`src/rtl/aes_pkg.sv`:
```
// rtl/aes_pkg.sv - shared AES-128 constants and text/state byte-order helpers
package aes_pkg;

    localparam int AES128_NR = 10;

    localparam logic [1:0] MODE_ARK   = 2'd0;
    localparam logic [1:0] MODE_ROUND = 2'd1;
    localparam logic [1:0] MODE_FINAL = 2'd2;

    typedef enum logic {
        ST_IDLE,
        ST_FETCH
    } ctrl_state_e;

    // Transpose of the 4x4 byte matrix: state byte 4i+j takes text byte 4j+i.
    function automatic logic [127:0] text_to_state(input logic [127:0] t);
        logic [127:0] s;
        s = '0;
        for (int i = 0; i < 4; i++) begin
            for (int j = 0; j < 4; j++) begin
                s[8*(15-(4*i+j)) +: 8] = t[8*(15-(4*j+i)) +: 8];
            end
        end
        return s;
    endfunction

    // The transpose is its own inverse.
    function automatic logic [127:0] state_to_text(input logic [127:0] s);
        return text_to_state(s);
    endfunction

endpackage

```
`src/rtl/aes_round_ctrl.sv`:
```
// rtl/aes_round_ctrl.sv - iterative AES-128 sequencer: state register, round counter, key fetch
module aes_round_ctrl
    import aes_pkg::*;
#(
    parameter int NR    = AES128_NR,
    parameter int IDX_W = 4
) (
    input  logic             clk,
    input  logic             rst,
    input  logic             start,
    input  logic [127:0]     plaintext,
    output logic             busy,
    output logic             done,
    output logic [127:0]     ciphertext,
    output logic             rk_req,
    output logic [IDX_W-1:0] rk_index,
    input  logic             rk_ack,
    input  logic [127:0]     rk_data,
    output logic [127:0]     dp_state,
    output logic [127:0]     dp_key,
    output logic [1:0]       dp_mode,
    input  logic [127:0]     dp_result
);

    localparam logic [IDX_W-1:0] LAST_ROUND = IDX_W'(NR);

    ctrl_state_e      fsm;
    ctrl_state_e      fsm_next;
    logic [IDX_W-1:0] round;
    logic [127:0]     state_reg;
    logic             load;
    logic             advance;
    logic             finish;

    always_ff @(posedge clk or posedge rst) begin
        if (rst) begin
            fsm        <= ST_IDLE;
            round      <= '0;
            state_reg  <= '0;
            ciphertext <= '0;
            done       <= 1'b0;
        end else begin
            fsm  <= fsm_next;
            done <= finish;
            if (load) begin
                state_reg <= text_to_state(plaintext);
                round     <= '0;
            end else if (advance) begin
                state_reg <= dp_result;
                round     <= round + 1'b1;
            end
            if (finish) begin
                ciphertext <= state_to_text(dp_result);
            end
        end
    end

    // The last key returns the finished block straight to text order; state_reg is left as is.
    always_comb begin
        fsm_next = fsm;
        load     = 1'b0;
        advance  = 1'b0;
        finish   = 1'b0;
        dp_mode  = MODE_ARK;
        case (fsm)
            ST_IDLE: begin
                if (start) begin
                    load     = 1'b1;
                    fsm_next = ST_FETCH;
                end
            end
            ST_FETCH: begin
                if (round == '0) begin
                    dp_mode = MODE_ARK;
                end else if (round == LAST_ROUND) begin
                    dp_mode = MODE_FINAL;
                end else begin
                    dp_mode = MODE_ROUND;
                end
                if (rk_ack) begin
                    if (round == LAST_ROUND) begin
                        finish   = 1'b1;
                        fsm_next = ST_IDLE;
                    end else begin
                        advance = 1'b1;
                    end
                end
            end
            default: fsm_next = ST_IDLE;
        endcase
    end

    assign busy     = (fsm == ST_FETCH);
    assign rk_req   = busy;
    assign rk_index = round;
    assign dp_state = state_reg;
    assign dp_key   = rk_data;

endmodule

```
`config.mk`:
```
export PLATFORM = sky130hd
export DESIGN_NAME = aes_round_ctrl
export DESIGN_NICKNAME = d
export VERILOG_FILES = /design/src/rtl/aes_pkg.sv /design/src/rtl/aes_round_ctrl.sv
export SDC_FILE = /design/constraint.sdc
export NUM_CORES = 1
export LEC_CHECK = 0
export ABC_AREA = 1
export BUFFER_PORTS_ARGS = -buffer_cell sky130_fd_sc_hd__buf_2
export CAP_MARGIN = 10
export CORE_AREA = 2 2 302 304
export DETAILED_ROUTE_END_ITERATION = 6
export DIE_AREA = 0 0 304 306
export GPL_TIMING_DRIVEN = 0
export PLACE_DENSITY = 0.33
export SLEW_MARGIN = 10
export SYNTH_ARGS = -nofsm -noshare
export SYNTH_HDL_FRONTEND = slang
export SYNTH_SLANG_ARGS = --single-unit
```
`constraint.sdc`:
```
create_clock -name clk -period 10.4 [get_ports clk]
set_clock_uncertainty 0.1 [all_clocks]
set_input_delay 1.04 -clock clk [delete_from_list [all_inputs] [get_ports clk]]
set_output_delay 1.04 -clock clk [all_outputs]
set_load 0.05 [all_outputs]
```
Word-level counts from Yosys, hierarchy flattened:

Cells that the tools add are included.
Widths: inputs -> output; s select.

* bitwise gates (word level): 1
* multiplexer cells: 17
* equal/unequal tests: 1
* reduce and logical (&&, ||, !) cells: 2
* $add $sub $neg: 1

Operators with widths (number)
* $mux 128: 2
* $mux 1: 9
* $mux 4: 2
* $mux 2: 3
* $add 4x1->4 const B: 1
* $eq 4x4->1 const B: 1
* $logic_not 4->1: 1
* $pmux 1 s2: 1
* $reduce_bool 2->1: 1
* $not 1->1: 1

* input bits: 388
* word-level logic and storage cells: 27
* output and inout bits: 393
* register bits: 262

Logic depth before layout (Yosys ltp):

Gate-level depths: netlist (run 1).

* depth after elaboration: 6
* depth in mapped cells: 10
* mapped depth without buffers: 8

Worst setup path before layout (run 1):

OpenSTA, ideal clock, no wires.

* path kind: reg-to-output
* start: reg round[0] (netlist: rk_index[0])
* end: out dp_mode[0]
* stages on the path, launching flop included: 6
* setup slack: 6914 ps
* arrival time: 2346 ps
* data required time: 9260 ps
* cells stage by stage: dfrtp_1 > inv_1 > ha_1 > nand2_1 > nor2_1 > a211oi_1

* word-level cells in the longest chain between the ends: 4
* elaborated cells between the ends (all ways): 5
* classes of those cells: eq/ne: 1; mux: 3; reduce/logical: 1

Ends and longest elaborated chain
* from (decl): line aes_round_ctrl.sv:29 `logic [IDX_W-1:0] round;`
* from (signal assigned): line aes_round_ctrl.sv:50 `round <= round + 1'b1;`
* $eq 4x4->1: line aes_round_ctrl.sv:75 `end else if (round == LAST_ROUND) begin`
* $mux 2: line aes_round_ctrl.sv:75
* $mux 2 (*): line aes_round_ctrl.sv:73 `if (round == '0) begin`
* $mux 2 (*): line aes_round_ctrl.sv:65 `case (fsm)`
* to (decl): line aes_round_ctrl.sv:21 `output logic [1:0] dp_mode,`

Mark *: on every way between the ends. The rest lies on a longest branch, timed or not.

Worst setup path after layout (run 1):

Ends and elaborated chain as after synthesis.

==> summary.txt, run 1 <==
Detailed routing
  • Iter 0 DRT Violations: 704
  • Drt drc: 0
  • Via density: 3.738
  • Vias: 13.37k
  • DRT Pass-1 Iters: 5
  • Final ANT Viol Nets: 0
  • WL final: 68840 um
  • WL per Instance: 19.24 um

Placement
  • Final HPWL DP: 54420 um
  • Placed cells: 3515
  • GPL Wtd Cong: 0.8278
  • IO buf count: 652

Synthesis
  • Synthesis-stage register bit count: 262
  • Area contributors post-synth: dfrtp_1 51%, nand2_1 30%, buf_4 7.8%, nand3_1 5.2%, buf_2 2.5%
  • Mapped Area: 0.01278 mm2
  • Sequential fraction of the synthesis area: 51.29%
  • Post-synthesis mux area share: 0%
  • Syn_area_per_cell: 7.587 um2
  • Synth Area in Compound Gates: 0.09788%
  • Post-synthesis adder-cell area fraction: 0.2936%
  • Simple-gate area share of the yosys netlist: 36.07%
  • Synth top area share: 51.29%
  • Yosys warns: 0
  • Largest family of logic cells by synthesized area: simple AND/OR/NAND/NOR gates
  • Synth Net Count: 2076
  • Cells after synthesis: 1685
  • Post-synthesis cell type with the largest combined area: dfrtp_1
  • Xor/xnor share of the synthesized area: 0.06851%
  • Yosys cell types: 19

Run status
  • Status: complete, no violations

Timing
  • Hold Fails Final Rpt: 0
  • Fmax: 327.2 MHz
  • Pins over their slew limit: 0
  • Final setup fails: 0
  • RSZ-0062 raised after global routing: false
  • Period utilisation layout: 29.39%
  • Slew HR: 54.31%
  • Worst Tran Pin Value: 0.6854 ns
  • Fin crit period: 3.056 ns

Worst hold path
  • Worst hold path type: register to register
  • Hold Crit Depth: 2

Floorplanning
  • Die H: 306 um
  • Top Ports: 781
  • Starting Density: 14.27%
  • Row cnt: 110
  • Die Width: 304 um
  • CORE AREA: 0.08960 mm2
  • Die area: 0.09302 mm2

Clock network
  • Clock sinks: 262
  • Clock latency at the later pin of the worst-skew pair: 0.53 ns
  • Worst-path clk slew: 0.05 ns
  • Post-CTS sizing: 0
  • Num CTS Buffers: 37
  • TritonCTS clock tree: yes
  • CTS Buffer Depth: 3
  • H-tree depth: 2
  • Root Buffer: clkbuf_16
  • Postcts setup bufs: 0
  • CTS Hold Bufs: 0

Power
  • Sw Share: 52.03%
  • Seq pwr share: 28.4%
  • P_sw: 3009 uW
  • Tot Pwr: 5782 uW
  • Lkg Pwr: 0.01104 uW
  • Clock power frac: 22.0%
  • P per Cell Area: 308.2 mW/mm2
  • Logic gate share of total power: 49.7%
  • Worst VDD drop: 0.1002 mV
  • Internal power: 2774 uW

Cells and area
  • Non-Filler Instances: 3578
  • Most frequent cells in the layout: 1038 x nand2_1, 715 x buf_2, 262 x dfrtp_1
  • Layout Nets: 2769
  • Area growth syn-to-layout: 46.76%
  • Commonest non-fill, non-tap cell in the layout: nand2_1
  • Fraction of layout cells with a size suffix above 1: 38.44%

Critical path
  • Slowest stage delay, CP: 0.44 ns
  • R2R cell count: 8
  • CP top delay family: flip-flops
  • CP endpoint kind: primary output
  • Critical Path AT: 1.92 ns
  • CP max-delay cell: dfrtp_1
  • Setup CP Type: register to primary output
  • CP max FO: 6
  • Worst path required time: 9.26 ns
  • Critical-path cell list: inv_1 > ha_1 > nand2_1 > nor2_1 > a211oi_1 > buf_2
  • Startpoint types: register
  • CP bufs+invs: 2
  • Worst path depth: 6

GRT
  • First-pass GRT wire length: 97390 um
  • Pin count of the biggest net entering global routing: 101
  • Vias in the first global route: 14.20k
  • Global Route Usage Sum: 14.21%
  • Initial antenna violation count: 19
  • Grt total ovfl: 0

Run
  • Max Cap Viol: 0
[per-layer routing]
layer / track usage [%] / routed length (um) / share of wire (%)
met5: 0 / 155 / 0.23
met4: 3.506 / 1560 / 2.3
met3: 4.216 / 4986 / 7.2
met2: 24.69 / 33620 / 49
met1: 17.11 / 28510 / 41
[logic make-up after synthesis]
family,count (synthesis)
AND/OR/NAND/NOR,1179
AO/OA/AOI/OAI,2
buffers and inverters,238
XOR/XNOR,1
adder cells (fa/ha/maj),3
flip-flops,262
[stage by stage]
step                util (%)  cell area [um2]  hold WS [ns]  worst slack, ns  TNS (ns)
global placement       19.55            17520        0.3599           -2.468   -634.36
finish                 20.94            18760        0.3722            7.344         0
global route           20.94            18760        0.3898            7.211         0
CTS                    20.94            18760        0.3754            7.291         0
floorplan                  -            12780        0.6556            2.048         0
detailed placement     19.62            17580        0.3599            7.220         0
[cell usage after synthesis]
library cell and n:
nand2_1 1038, dfrtp_1 262, buf_4 133, nand3_1 133, buf_2 63, clkbuf_1 21
buf_6 10, inv_1 8, nor2_1 4, ha_1 3, inv_2 2, a211oi_1 1
a21oi_1 1, buf_8 1, nand2_2 1, nand2_4 1, nand3_2 1, nand4_1 1
xor2_1 1
[cell type report]
cell class	count	area, um2
Tap cell	1176	1471
Antenna cell	1	2.502
Fill cell	10249	70840
Buffer	228	1520
Inverter	10	45.04
Clock inverter	13	147.6
Clock buffer	49	1031
Timing Repair Buffer	654	3318
Multi-Input combinational cell	1185	4669
Sequential cell	262	6556
[power by group through the flow]
stage / logic, uW / registers, uW / clock network (uW)
6_report: 2870 / 1640 / 1270
5_1_grt: 3050 / 1690 / 1360
4_1_cts: 2920 / 1640 / 1320
3_5_place_dp: 2920 / 1650 / 0
3_3_place_gp: 2910 / 1650 / 0
2_1_floorplan: 677 / 2990 / 0
[worst reg2reg max path, stage by stage, from the launching register on]
cell and delay [ns]:
dfrtp_1 0.43, inv_1 0.14, nand2_4 0.19, buf_2 0.53
buf_2 0.45, nand2_1 0.10, nand2_1 0.26, nand2_1 0.11
nand2_1 0.07
[state kept, by name, summed over array words and instances (netlist names)]
| register | count |
|---|---|
| ciphertext | 128 |
| dp_state | 128 |
| done | 1 |
| busy | 1 |
| rk_index | 4 |
[worst paths after layout]
path	startpoint	to	slack (ns)
max	rk_index[0]$_DFFE_PP0P_	dp_mode[0]	7.34
min	ciphertext[79]$_DFFE_PP0P_	ciphertext[79]$_DFFE_PP0P_	0.37
max reg2reg	busy$_DFF_PP0_	dp_state[17]$_DFFE_PP0P_	7.99
min reg2reg	ciphertext[79]$_DFFE_PP0P_	ciphertext[79]$_DFFE_PP0P_	0.37
max in group asynchronous	rst	ciphertext[4]$_DFFE_PP0P_	8.67
min in group asynchronous	rst	ciphertext[17]$_DFFE_PP0P_	0.46
Power figures use the tool's default switching activity.
==> run 2: changes to the inputs <==
- ABC_AREA: 1 -> 0
- CORE_AREA: 2 2 302 304 -> 2 2 303 305
- DIE_AREA: 0 0 304 306 -> 0 0 305 307
- clock period: 10.4 -> 2.5 ns (I/O delays scaled with it)
==> run 2 against run 1 <==
Net effect:
- critical path depth unchanged
- flip-flop and latch count unchanged
- first-iteration DRC count decreased by 29%
- largest power group unchanged
==> summary.txt, run 2 <==
Synthesis
  • Mapped Area: 0.01176 mm2 (was 0.01278 mm2)
  • Yosys cell types: 31 (was 19)
  • Sequential fraction of the synthesis area: 55.76% (was 51.29%)
  • Synthesis-stage register bit count: 262 (unchanged)
  • Synth Net Count: 1318 (was 2076)
  • Count leader, synth: dfrtp_1 (was nand2_1)
  • Ys async rst share: 100.0% (unchanged)
  • Synth top area share: 55.76% (was 51.29%)
  • Post-synthesis cell type with the largest combined area: dfrtp_1 (unchanged)
  • Area contributors post-synth: dfrtp_1 56%, mux2_1 9.7%, a221o_1 8.8%, buf_4 8.7%, and3_1 5.5% (was dfrtp_1 51%, nand2_1 30%, buf_4 7.8%, nand3_1 5.2%, buf_2 2.5%)
  • Syn_area_per_cell: 12.68 um2 (was 7.587 um2)
  • Top_reg_cell synth: dfrtp_1 (unchanged)
  • Post-synth EDFFs: 0 (unchanged)
  • Synth top cells by count: 262 x dfrtp_1, 137 x buf_4, 103 x a221o_1, 103 x and3_1, 101 x mux2_1 (was 1038 x nand2_1, 262 x dfrtp_1, 133 x buf_4, 133 x nand3_1, 63 x buf_2)
  • Yosys warns: 0 (unchanged)
  • Cells after synthesis: 927 (was 1685)

Critical path
  • CP max FO: 18 (was 6)
  • Slowest stage delay, CP: 0.43 ns (was 0.44 ns)
  • Setup CP Type: register to primary output (unchanged)
  • CP endpoint kind: primary output (unchanged)
  • Worst path required time: 2.15 ns (was 9.26 ns)
  • CP top delay family: flip-flops (unchanged)
  • Critical Path AT: 2.01 ns (was 1.92 ns)
  • Startpoint types: register (unchanged)
  • Critical-path cell list: inv_1 > ha_1 > and3b_1 > buf_6 > and2_1 > buf_4 (was inv_1 > ha_1 > nand2_1 > nor2_1 > a211oi_1 > buf_2)
  • CP bufs+invs: 3 (was 2)
  • CP max-delay cell: dfrtp_1 (unchanged)

Power
  • Worst VDD drop: 0.7829 mV (was 0.1002 mV)
  • Seq pwr share: 28.0% (was 28.4%)
  • Clock power frac: 22.7% (was 22.0%)
  • Lkg Pwr: 0.01050 uW (was 0.01104 uW)
  • Logic gate share of total power: 49.3% (was 49.7%)
  • P_sw: 11810 uW (was 3009 uW)
  • Sw Share: 49.21% (was 52.03%)
  • Internal power: 12190 uW (was 2774 uW)
  • P per Cell Area: 1167 mW/mm2 (was 308.2 mW/mm2)

Floorplanning
  • Die H: 307 um (was 306 um)
  • CORE AREA: 0.09069 mm2 (was 0.08960 mm2)
  • Row cnt: 111 (was 110)
  • Starting Density: 12.96% (was 14.27%)
  • Die area: 0.09364 mm2 (was 0.09302 mm2)
  • Top Ports: 781 (unchanged)
  • Die Width: 305 um (was 304 um)

Cells and area
  • Commonest non-fill, non-tap cell in the layout: buf_2 (was nand2_1)
  • Fillers: 9995 (was 10.25k)
  • Non-Filler Instances: 3104 (was 3578)
  • Post-route design area: 0.02057 mm2 (was 0.01876 mm2)
  • Layout Nets: 2276 (was 2769)
  • Fraction of layout cells with a size suffix above 1: 48.14% (was 38.44%)
  • Area growth syn-to-layout: 74.98% (was 46.76%)
  • Most frequent cells in the layout: 669 x buf_2, 262 x dfrtp_1, 258 x dlygate4sd3_1 (was 1038 x nand2_1, 715 x buf_2, 262 x dfrtp_1)

Detailed routing
  • Final ANT Viol Nets: 0 (unchanged)
  • Drt drc: 0 (unchanged)
  • Via density: 3.747 (was 3.738)
  • Iter 0 DRT Violations: 502 (was 704)
  • WL final: 63800 um (was 68840 um)
  • Vias: 11.63k (was 13.37k)
  • DRT Pass-1 Iters: 5 (unchanged)
  • WL per Instance: 20.55 um (was 19.24 um)

Worst hold path
  • Worst hold path type: input pin to asynchronous set/reset pin (was register to register)

GRT
  • Pin count of the biggest net entering global routing: 35 (was 101)
  • First-pass GRT wire length: 89370 um (was 97390 um)
  • Global Route Usage Sum: 13.04% (was 14.21%)
  • Vias in the first global route: 12.65k (was 14.20k)
  • Grt total ovfl: 0 (unchanged)
  • Initial antenna violation count: 16 (was 19)

Timing
  • Period utilisation layout: 94.53%
  • Worst Tran Pin Value: 0.7035 ns (was 0.6854 ns)
  • Hold Fails Final Rpt: 0 (unchanged)
  • Fmax: 423.1 MHz
  • RSZ-0062 raised after global routing: false (unchanged)
  • Fin crit period: 2.363 ns
  • Pins over their slew limit: 0 (unchanged)
  • Final setup fails: 0 (unchanged)
  • Slew HR: 53.00% (was 54.31%)

Run status
  • Status: complete, no violations (unchanged)

Run
  • Max Cap Viol: 0 (unchanged)

Clock network
  • Clock sinks: 262 (unchanged)
  • Root Buffer: clkbuf_16 (unchanged)
  • Clock latency at the later pin of the worst-skew pair: 0.55 ns (was 0.53 ns)
  • Num CTS Buffers: 37 (unchanged)
  • TritonCTS clock tree: yes (unchanged)
  • H-tree depth: 2 (unchanged)
  • CTS Buffer Depth: 3 (unchanged)
  • Worst-path clk slew: 0.06 ns (was 0.05 ns)

Placement
  • Placed cells: 2773 (was 3515)
  • Placed inst area: 0.01668 mm2 (was 0.01758 mm2)
  • IO buf count: 652 (unchanged)
  • Final HPWL DP: 49500 um (was 54420 um)
  • GPL Wtd Cong: 0.8174 (was 0.8278)
run 2: path summary, 6_finish.rpt:
kind                       cells after the start                     endpoint  slack [ns]                        from
max                                            6                   dp_mode[1]        0.14     rk_index[0]$_DFFE_PP0P_
min                                            3    dp_state[112]$_DFFE_PP0P_        0.26                         rst
max reg2reg                                    7  ciphertext[102]$_DFFE_PP0P_        0.20     rk_index[0]$_DFFE_PP0P_
min reg2reg                                    1   ciphertext[37]$_DFFE_PP0P_        0.38  ciphertext[37]$_DFFE_PP0P_
max in group asynchronous                      8     dp_state[75]$_DFFE_PP0P_        0.40                         rst
min in group clk                               4     dp_state[95]$_DFFE_PP0P_        0.27                      rk_ack
run 2: tightest hold or removal path, delay by kind of cell:
family / cells / cell delay, ns
buf+inv: 3 / 1.11
run 2: area by class of cell:
| cell class | count | area, um2 | area share [%] |
|---|---|---|---|
| clock buffers | 58 | 1127 | 5.480 |
| multi-input cells | 456 | 3807 | 18.51 |
| inverters | 5 | 22.52 | 0.1095 |
| flip-flops and latches | 262 | 6556 | 31.87 |
| clock inverters | 9 | 105.1 | 0.5109 |
| well taps | 1186 | 1484 | 7.213 |
| plain buffers | 203 | 1410 | 6.854 |
| repair buffers | 920 | 6048 | 29.40 |
| diodes | 5 | 12.51 | 0.06082 |
run 2: logic make-up after synthesis:
logic type / share of synthesized area (%)
XOR/XNOR: 0.07451
AO/OA/AOI/OAI: 12.46
buffers and inverters: 11.92
flip-flops: 55.76
adder cells (fa/ha/maj): 0.3193
AND/OR/NAND/NOR: 6.938
multiplexers: 12.53
run 2: power by group through the flow:
stage	sequential, uW	combinational (uW)	clock, uW
after floorplan	12500	2500	0
after global placement	6740	11600	0
after detailed placement	6760	11600	0
after CTS	6720	12000	5700
after global routing	6950	12400	5860
final	6720	11800	5450
run 2: per-layer routing:
layer	wire, um	vias to the layer above	GRT usage, %
li1	-	5232	-
met1	24000	5738	14.37
met2	32670	541	23.54
met3	4522	117	3.687
met4	2588	4	5.192
met5	26	-	0
run 2: through the flow:
stage	hold slack (ns)	total power (uW)	setup TNS, ns	worst slack [ns]	utilization (%)
3_3_place_gp	0.3644	18320	-995.10	-3.708	18.20
3_5_place_dp	0.2928	18380	-13.01	-0.3273	18.39
4_1_cts	0.2403	24430	0	0.01448	22.65
6_report	0.2586	24000	0	0.1367	22.69
2_1_floorplan	0.2799	14960	-342.05	-1.306	-
5_1_grt	0.2781	25180	0	0.005509	22.68
run 2: repair_timing:
action                                  4_1_cts  5_1_grt
endpoints found under the setup margin       76       35
pin swaps                                     1        0
resized for setup                             6        8
hold endpoints to repair                    283        0
hold buffers                                258        0
setup buffers                                 2        0
